--- src/rtl/reg_file_pkg.sv ---
`default_nettype none
// ============================================================================
// Module   : reg_file_pkg
// Brief    : Shared constants and write-port priority helper for reg_file_mp.
// Revision : 1.0
// ============================================================================
package reg_file_pkg;

    localparam int DATA_W_DEF = 32;
    localparam int ADDR_W_DEF = 5;
    localparam int NUM_RD_DEF = 2;
    localparam int NUM_WR_DEF = 2;

    // Hit vectors are zero-extended to this width so one helper serves any port count.
    localparam int C_MAX_WR = 16;
    localparam int C_SEL_W  = 4;

    typedef struct packed {
        logic               hit;
        logic [C_SEL_W-1:0] idx;
    } wr_sel_t;

    // Highest-indexed set bit wins; this is the write-conflict resolution rule.
    function automatic wr_sel_t hi_write_hit(input logic [C_MAX_WR-1:0] hits);
        wr_sel_t sel;
        sel = '0;
        for (int j = 0; j < C_MAX_WR; j++) begin
            if (hits[j]) begin
                sel.hit = 1'b1;
                sel.idx = C_SEL_W'(j);
            end
        end
        return sel;
    endfunction

endpackage
`default_nettype wire

--- src/rtl/reg_scoreboard.sv ---
`default_nettype none
// ============================================================================
// Module   : reg_scoreboard
// Brief    : Per-register busy bits with set-over-clear priority and busy count.
// Revision : 1.0
// ============================================================================
module reg_scoreboard
    import reg_file_pkg::*;
#(
    parameter int ADDR_W   = ADDR_W_DEF,
    parameter int NUM_RD   = NUM_RD_DEF,
    parameter int NUM_WR   = NUM_WR_DEF,
    parameter int ZERO_REG = 1
) (
    input  logic                     clk,
    input  logic                     rst,
    input  logic [NUM_RD*ADDR_W-1:0] rd_addr,
    output logic [NUM_RD-1:0]        rd_busy,
    input  logic [NUM_WR-1:0]        wr_en,
    input  logic [NUM_WR*ADDR_W-1:0] wr_addr,
    input  logic                     res_en,
    input  logic [ADDR_W-1:0]        res_addr,
    output logic [ADDR_W:0]          busy_cnt
);

    localparam int C_DEPTH = 2**ADDR_W;
    localparam int C_CNT_W = ADDR_W + 1;

    logic [C_DEPTH-1:0] r_busy_q;
    logic [C_DEPTH-1:0] w_busy_d;
    logic [C_CNT_W-1:0] r_cnt_q;
    logic [C_CNT_W-1:0] w_cnt_d;

    always_comb begin
        w_busy_d = r_busy_q;
        for (int j = 0; j < NUM_WR; j++) begin
            if (wr_en[j]) begin
                w_busy_d[wr_addr[j*ADDR_W +: ADDR_W]] = 1'b0;
            end
        end
        // Reserve applied last: a newly issued producer outranks a retiring one.
        if (res_en) begin
            w_busy_d[res_addr] = 1'b1;
        end
        if (ZERO_REG != 0) begin
            w_busy_d[0] = 1'b0;
        end
        w_cnt_d = '0;
        for (int a = 0; a < C_DEPTH; a++) begin
            w_cnt_d = w_cnt_d + C_CNT_W'(w_busy_d[a]);
        end
    end

    always_comb begin
        logic [ADDR_W-1:0] v_a;
        logic              v_hit;
        v_a     = '0;
        v_hit   = 1'b0;
        rd_busy = '0;
        for (int i = 0; i < NUM_RD; i++) begin
            v_a   = rd_addr[i*ADDR_W +: ADDR_W];
            v_hit = 1'b0;
            for (int j = 0; j < NUM_WR; j++) begin
                if (wr_en[j] && (wr_addr[j*ADDR_W +: ADDR_W] == v_a)) begin
                    v_hit = 1'b1;
                end
            end
            rd_busy[i] = r_busy_q[v_a] & ~v_hit;
        end
    end

    always_ff @(posedge clk or posedge rst) begin
        if (rst) begin
            r_busy_q <= '0;
            r_cnt_q  <= '0;
        end else begin
            r_busy_q <= w_busy_d;
            r_cnt_q  <= w_cnt_d;
        end
    end

    assign busy_cnt = r_cnt_q;

endmodule
`default_nettype wire

--- src/rtl/reg_file_mp.sv ---
`default_nettype none
// ============================================================================
// Module   : reg_file_mp
// Brief    : Multi-ported register file with write bypass, zero reg and scoreboard.
// Revision : 1.0
// ============================================================================
module reg_file_mp
    import reg_file_pkg::*;
#(
    parameter int DATA_W   = DATA_W_DEF,
    parameter int ADDR_W   = ADDR_W_DEF,
    parameter int NUM_RD   = NUM_RD_DEF,
    parameter int NUM_WR   = NUM_WR_DEF,
    parameter int ZERO_REG = 1
) (
    input  logic                     clk,
    input  logic                     rst,
    input  logic [NUM_RD*ADDR_W-1:0] rd_addr,
    output logic [NUM_RD*DATA_W-1:0] rd_data,
    output logic [NUM_RD-1:0]        rd_busy,
    input  logic [NUM_WR-1:0]        wr_en,
    input  logic [NUM_WR*ADDR_W-1:0] wr_addr,
    input  logic [NUM_WR*DATA_W-1:0] wr_data,
    input  logic                     res_en,
    input  logic [ADDR_W-1:0]        res_addr,
    output logic [ADDR_W:0]          busy_cnt
);

    localparam int C_DEPTH = 2**ADDR_W;

    logic [DATA_W-1:0] r_mem_q [C_DEPTH];
    logic [DATA_W-1:0] w_mem_d [C_DEPTH];

    always_comb begin
        logic [C_MAX_WR-1:0] v_hits;
        wr_sel_t             v_sel;
        v_hits = '0;
        v_sel  = '0;
        for (int a = 0; a < C_DEPTH; a++) begin
            v_hits = '0;
            for (int j = 0; j < NUM_WR; j++) begin
                v_hits[j] = wr_en[j] && (wr_addr[j*ADDR_W +: ADDR_W] == ADDR_W'(a));
            end
            v_sel      = hi_write_hit(v_hits);
            w_mem_d[a] = r_mem_q[a];
            if (v_sel.hit && !((ZERO_REG != 0) && (a == 0))) begin
                w_mem_d[a] = wr_data[int'(v_sel.idx)*DATA_W +: DATA_W];
            end
        end
    end

    // Read path: same-cycle write data takes precedence over storage.
    always_comb begin
        logic [ADDR_W-1:0]   v_a;
        logic [C_MAX_WR-1:0] v_hits;
        wr_sel_t             v_sel;
        v_a     = '0;
        v_hits  = '0;
        v_sel   = '0;
        rd_data = '0;
        for (int i = 0; i < NUM_RD; i++) begin
            v_a    = rd_addr[i*ADDR_W +: ADDR_W];
            v_hits = '0;
            for (int j = 0; j < NUM_WR; j++) begin
                v_hits[j] = wr_en[j] && (wr_addr[j*ADDR_W +: ADDR_W] == v_a);
            end
            v_sel = hi_write_hit(v_hits);
            if ((ZERO_REG != 0) && (v_a == '0)) begin
                rd_data[i*DATA_W +: DATA_W] = '0;
            end else if (v_sel.hit) begin
                rd_data[i*DATA_W +: DATA_W] = wr_data[int'(v_sel.idx)*DATA_W +: DATA_W];
            end else begin
                rd_data[i*DATA_W +: DATA_W] = r_mem_q[v_a];
            end
        end
    end

    always_ff @(posedge clk or posedge rst) begin
        if (rst) begin
            for (int a = 0; a < C_DEPTH; a++) begin
                r_mem_q[a] <= '0;
            end
        end else begin
            for (int a = 0; a < C_DEPTH; a++) begin
                r_mem_q[a] <= w_mem_d[a];
            end
        end
    end

    reg_scoreboard #(
        .ADDR_W   (ADDR_W),
        .NUM_RD   (NUM_RD),
        .NUM_WR   (NUM_WR),
        .ZERO_REG (ZERO_REG)
    ) u_scoreboard (
        .clk      (clk),
        .rst      (rst),
        .rd_addr  (rd_addr),
        .rd_busy  (rd_busy),
        .wr_en    (wr_en),
        .wr_addr  (wr_addr),
        .res_en   (res_en),
        .res_addr (res_addr),
        .busy_cnt (busy_cnt)
    );

endmodule
`default_nettype wire

--- config.mk ---
export PLATFORM = sky130hd
export DESIGN_NAME = reg_file_mp
export DESIGN_NICKNAME = d
export VERILOG_FILES = /design/src/rtl/reg_file_pkg.sv /design/src/rtl/reg_scoreboard.sv /design/src/rtl/reg_file_mp.sv
export SDC_FILE = /design/constraint.sdc
export NUM_CORES = 2
export LEC_CHECK = 0
export CAP_MARGIN = 5
export CORE_MARGIN = 2
export CORE_UTILIZATION = 62
export CTS_BUF_LIST = sky130_fd_sc_hd__clkbuf_8
export DETAILED_ROUTE_END_ITERATION = 7
export MAX_ROUTING_LAYER = met4
export PLACE_DENSITY = 0.8
export SLEW_MARGIN = 20
export SYNTH_ARGS = -nofsm -noshare
export SYNTH_HDL_FRONTEND = slang
export SYNTH_SLANG_ARGS = --single-unit
--- constraint.sdc ---
create_clock -name clk -period 89.4 [get_ports clk]
set_input_delay 17.88 -clock clk [delete_from_list [all_inputs] [get_ports clk]]
set_output_delay 17.88 -clock clk [all_outputs]
set_load 0.01 [all_outputs]
==> flow_metrics.tcl <==
set metrics [dict create \
    layout-drive-gt1-share_pct 17.27 \
    cts_resized 0 \
    h-tree-depth 4 \
    synth_area_leaders "dfrtp_1, mux2i_1, mux4_2" \
    io_buffers 165 \
    drcViolationCount 48 \
    cp_cell_sequence "buf_8 > buf_12 > buf_4 > or2_2 > nor4_1 > nor3_2 > buf_4 > nand2_1 > o21ai_1 > clkdlybuf4s50_1" \
    worstMarginPinSlew_ns 1.253 \
    cts_setup_buffers 0 \
    cts_hold_buf 0 \
    numCtsBuffers 174 \
    fp.dieW_um 332.3 \
    seqCellArea_um2 25750 \
    clk_path_buf_depth 3 \
    grt_pass1_vias 59100 \
    yosysWarnings 0 \
    vias 60520 \
    fin_util_pct 67.47 \
    ir_drop_mv 0.03953 \
    swShare_pct 34.80 \
    critical-path-top-delay-family "buffers and inverters" \
    p_int_mw 1.097 \
    ys_seq_area_share_pct 38.52 \
    rows 120 \
    synth_cell_type_count 58 \
    dp_hpwl_um 142800 \
    combPwrFrac_pct 32.9 \
    area_growth_pct 8.057 \
    syn_avg_cell_area_um2 9.927 \
    netlist.area_leader.share_pct 38.52 \
    pwr-share-clk_pct 25.7 \
    status "finished, violations left" \
    fin_nets 6569 \
    synth_ff_type "dfrtp_1" \
    cpMaxStageDelayCell "buf_4" \
    failed_checks "design-rule violations" \
    finalHoldViolCount 0 \
    arrival_ns 23.05 \
    r2r_start "u_scoreboard.r_busy_q[2]$_DFF_PP0_" \
    io_pins 166 \
    drt_pre_antenna_iters 8 \
    overflow 0 \
    ant_nets 0 \
    path_class "primary input to primary output" \
    synth_nets 6859 \
    max-cap-violations 0 \
    async_reset_ff_share_pct 100.0 \
    core_area_um2 107100 \
    slowest_delay_ns 0.84 \
    grt_pass1_wl_um 381100 \
    rsz0062_at_grt "no" \
    multi_input_area_um2 37770 \
    cpMostUsedCell "buf_4" \
    cp-endpoint "rd_data[53]" \
    syn_area_um2 66840 \
    cp.required_ns 71.52 \
    power_density_nw_per_um2 23.30 \
    drt_iter0_markers 11610 \
    hold_class "flip-flop to flip-flop" \
    antenna_found_initial 9 \
    synth_edf_count 0 \
    initial_core_util_pct 62.44 \
    gp_congestion 0.9885 \
    rr_worst_depth 20 \
    cts.sinks 1029 \
    die_area_um2 110400 \
    fin_crit_sh_pct 45.79 \
    worst-path-buf-inv 5 \
    fillers 7952 \
    drv_slew 0 \
    p_leak_nw 32.22 \
    root_buffer "clkbuf_8" \
    avgRoutedWirePerCell_um 32.60 \
    fin_crit_ns 40.93 \
    cts_tree "done" \
    clk_pin_slew_worst_paths_ns 0.06 \
    synth.most_common_cell "dfrtp_1" \
    grt_max_degree 170 \
    finalSetupTns_ns 0 \
    via_per_inst 7.583 \
    syn_inst 6733 \
    synth_area_leader_cell "dfrtp_1" \
    wl_um 260200 \
    startpoint_type "primary input" \
    grtUsageTotal_pct 48.04 \
    cp-end-kind "primary output" \
    die_y_um 332.3 \
    fin_worst_skew_ns 0.03574 \
    synth_seq_cells 1029 \
    p_switching_uw 585.6 \
    finalSetupViolCount 0 \
    yosys-top-cells-count "dfrtp_1, mux2i_1, a21oi_1" \
    cp_max_fo 118 \
    relSlewSlack_pct 16.44 \
    critPathLaunch "rd_addr[7]" \
    rr_endpoint "u_scoreboard.busy_cnt[4]$_DFF_PP0_" \
    seq_power_share_pct 41.4 \
    regToRegSetupSlack_ns 84.09 \
    clock_latency_ns 0.89 \
    fmax_mhz 24.43 \
    path_depth 10 \
]
-- routing by layer --
metal  global-route usage, %  share of wire, %
met4                   36.55               9.4
met1                   57.67                33
met3                   20.62                18
met2                   63.56                41
met5                       -                 0
-- flip-flops by register name, summed over array words and instances (netlist names) --
| name | cells |
|---|---|
| r_mem_q | 992 |
| u_scoreboard.busy_cnt | 6 |
| u_scoreboard.r_busy_q | 31 |
-- worst register-to-register path, cell delays in order (launching register included) --
cell	delay [ns]
dfrtp_1	0.40
nand2_1	0.07
o21ai_0	0.13
ha_1	0.36
inv_1	0.05
fa_1	0.53
inv_1	0.06
fa_1	0.50
fa_1	0.43
fa_1	0.49
inv_1	0.05
fa_1	0.50
fa_1	0.42
inv_1	0.07
ha_1	0.19
inv_1	0.09
fa_1	0.47
inv_1	0.07
a21o_1	0.11
a21oi_1	0.07
xnor2_1	0.13
-- power groups by stage --
stage	clock (mW)	combinational, mW	sequential (mW)
floorplan	0	0.418	0.664
global placement	0	0.521	0.684
detailed placement	0	0.543	0.695
CTS	0.428	0.546	0.688
global route	0.448	0.610	0.706
finish	0.432	0.553	0.697
-- logic make-up (layout without fill, tap and decap cells) --
| kind of cell | Yosys count | after routing | synth area share [%] |
|---|---|---|---|
| AO/OA/AOI/OAI | 1688 | 1688 | 14.56 |
| XOR/XNOR | 23 | 23 | 0.3014 |
| adder cells (fa/ha/maj) | 32 | 32 | 0.8574 |
| buffers and inverters | 904 | 739 | 5.781 |
| flip-flops | 1029 | 1029 | 38.52 |
| multiplexers | 1497 | 1497 | 30.39 |
| other | 0 | 10 | 0 |
| AND/OR/NAND/NOR | 1560 | 1560 | 9.581 |
-- placed cells by master (no fill, tap or decap), drive strengths merged, types with 5 or more instances in the layout --
cell type,netlist,routed
dfrtp,1029,1029
a2111oi,31,31
mux2i,928,928
mux4,410,410
a21oi,730,730
nor2b,11,11
nand2,619,619
buf,344,199
o211ai,32,32
nor2,639,639
a221oi,94,94
ha,9,9
a32o,16,16
a32oi,7,7
xnor2,15,15
xor2,8,8
o22ai,31,31
or2,6,6
a22oi,63,63
nor3,236,236
clkinv,0,19
diode,0,10
nor3b,8,8
nor4,5,5
inv,83,148
nand2b,13,13
clkbuf,477,213
fa,23,23
o21ai,607,607
clkdlybuf4s50,0,155
a22o,35,35
a211oi,29,29
mux2,159,159
-- final cells by class --
cell class | instances | share of cell area, %
multi-input combinational | 4800 | 52.29
sequential | 1029 | 35.65
clock inverter | 89 | 0.6826
antenna | 10 | 0.03465
inverter | 83 | 0.4418
tap | 1403 | 2.431
clock buffer | 212 | 4.040
timing repair buffer | 355 | 4.428
-- stage by stage --
stage / hold WS (ns) / total power [mW] / setup WS, ns / cells / instance area (um2)
2_1_floorplan: 0.4609 / 1.082 / 42.56 / 6733 / 66840
3_3_place_gp: 0.4734 / 1.205 / 48.87 / 7668 / 68710
3_5_place_dp: 0.4911 / 1.238 / 48.80 / 7668 / 68720
4_1_cts: 0.5040 / 1.663 / 48.81 / 7969 / 72130
5_1_grt: 0.5359 / 1.765 / 48.49 / 7979 / 72220
6_report: 0.5049 / 1.683 / 48.47 / 7981 / 72220
-- worst min path at each step --
stage | startpoint | endpoint | slack (ns) | cells past startpoint
after floorplan | r_mem_q[192]$_DFFE_PP0P_ | r_mem_q[192]$_DFFE_PP0P_ | 0.46 | 2
after global placement | r_mem_q[206]$_DFFE_PP0P_ | r_mem_q[206]$_DFFE_PP0P_ | 0.47 | 2
after detailed placement | r_mem_q[214]$_DFFE_PP0P_ | r_mem_q[214]$_DFFE_PP0P_ | 0.49 | 2
after CTS | r_mem_q[214]$_DFFE_PP0P_ | r_mem_q[214]$_DFFE_PP0P_ | 0.50 | 2
after global routing | r_mem_q[205]$_DFFE_PP0P_ | r_mem_q[205]$_DFFE_PP0P_ | 0.54 | 2
final | r_mem_q[214]$_DFFE_PP0P_ | r_mem_q[214]$_DFFE_PP0P_ | 0.50 | 2
Note: power is estimated with default switching activity, not from simulation.
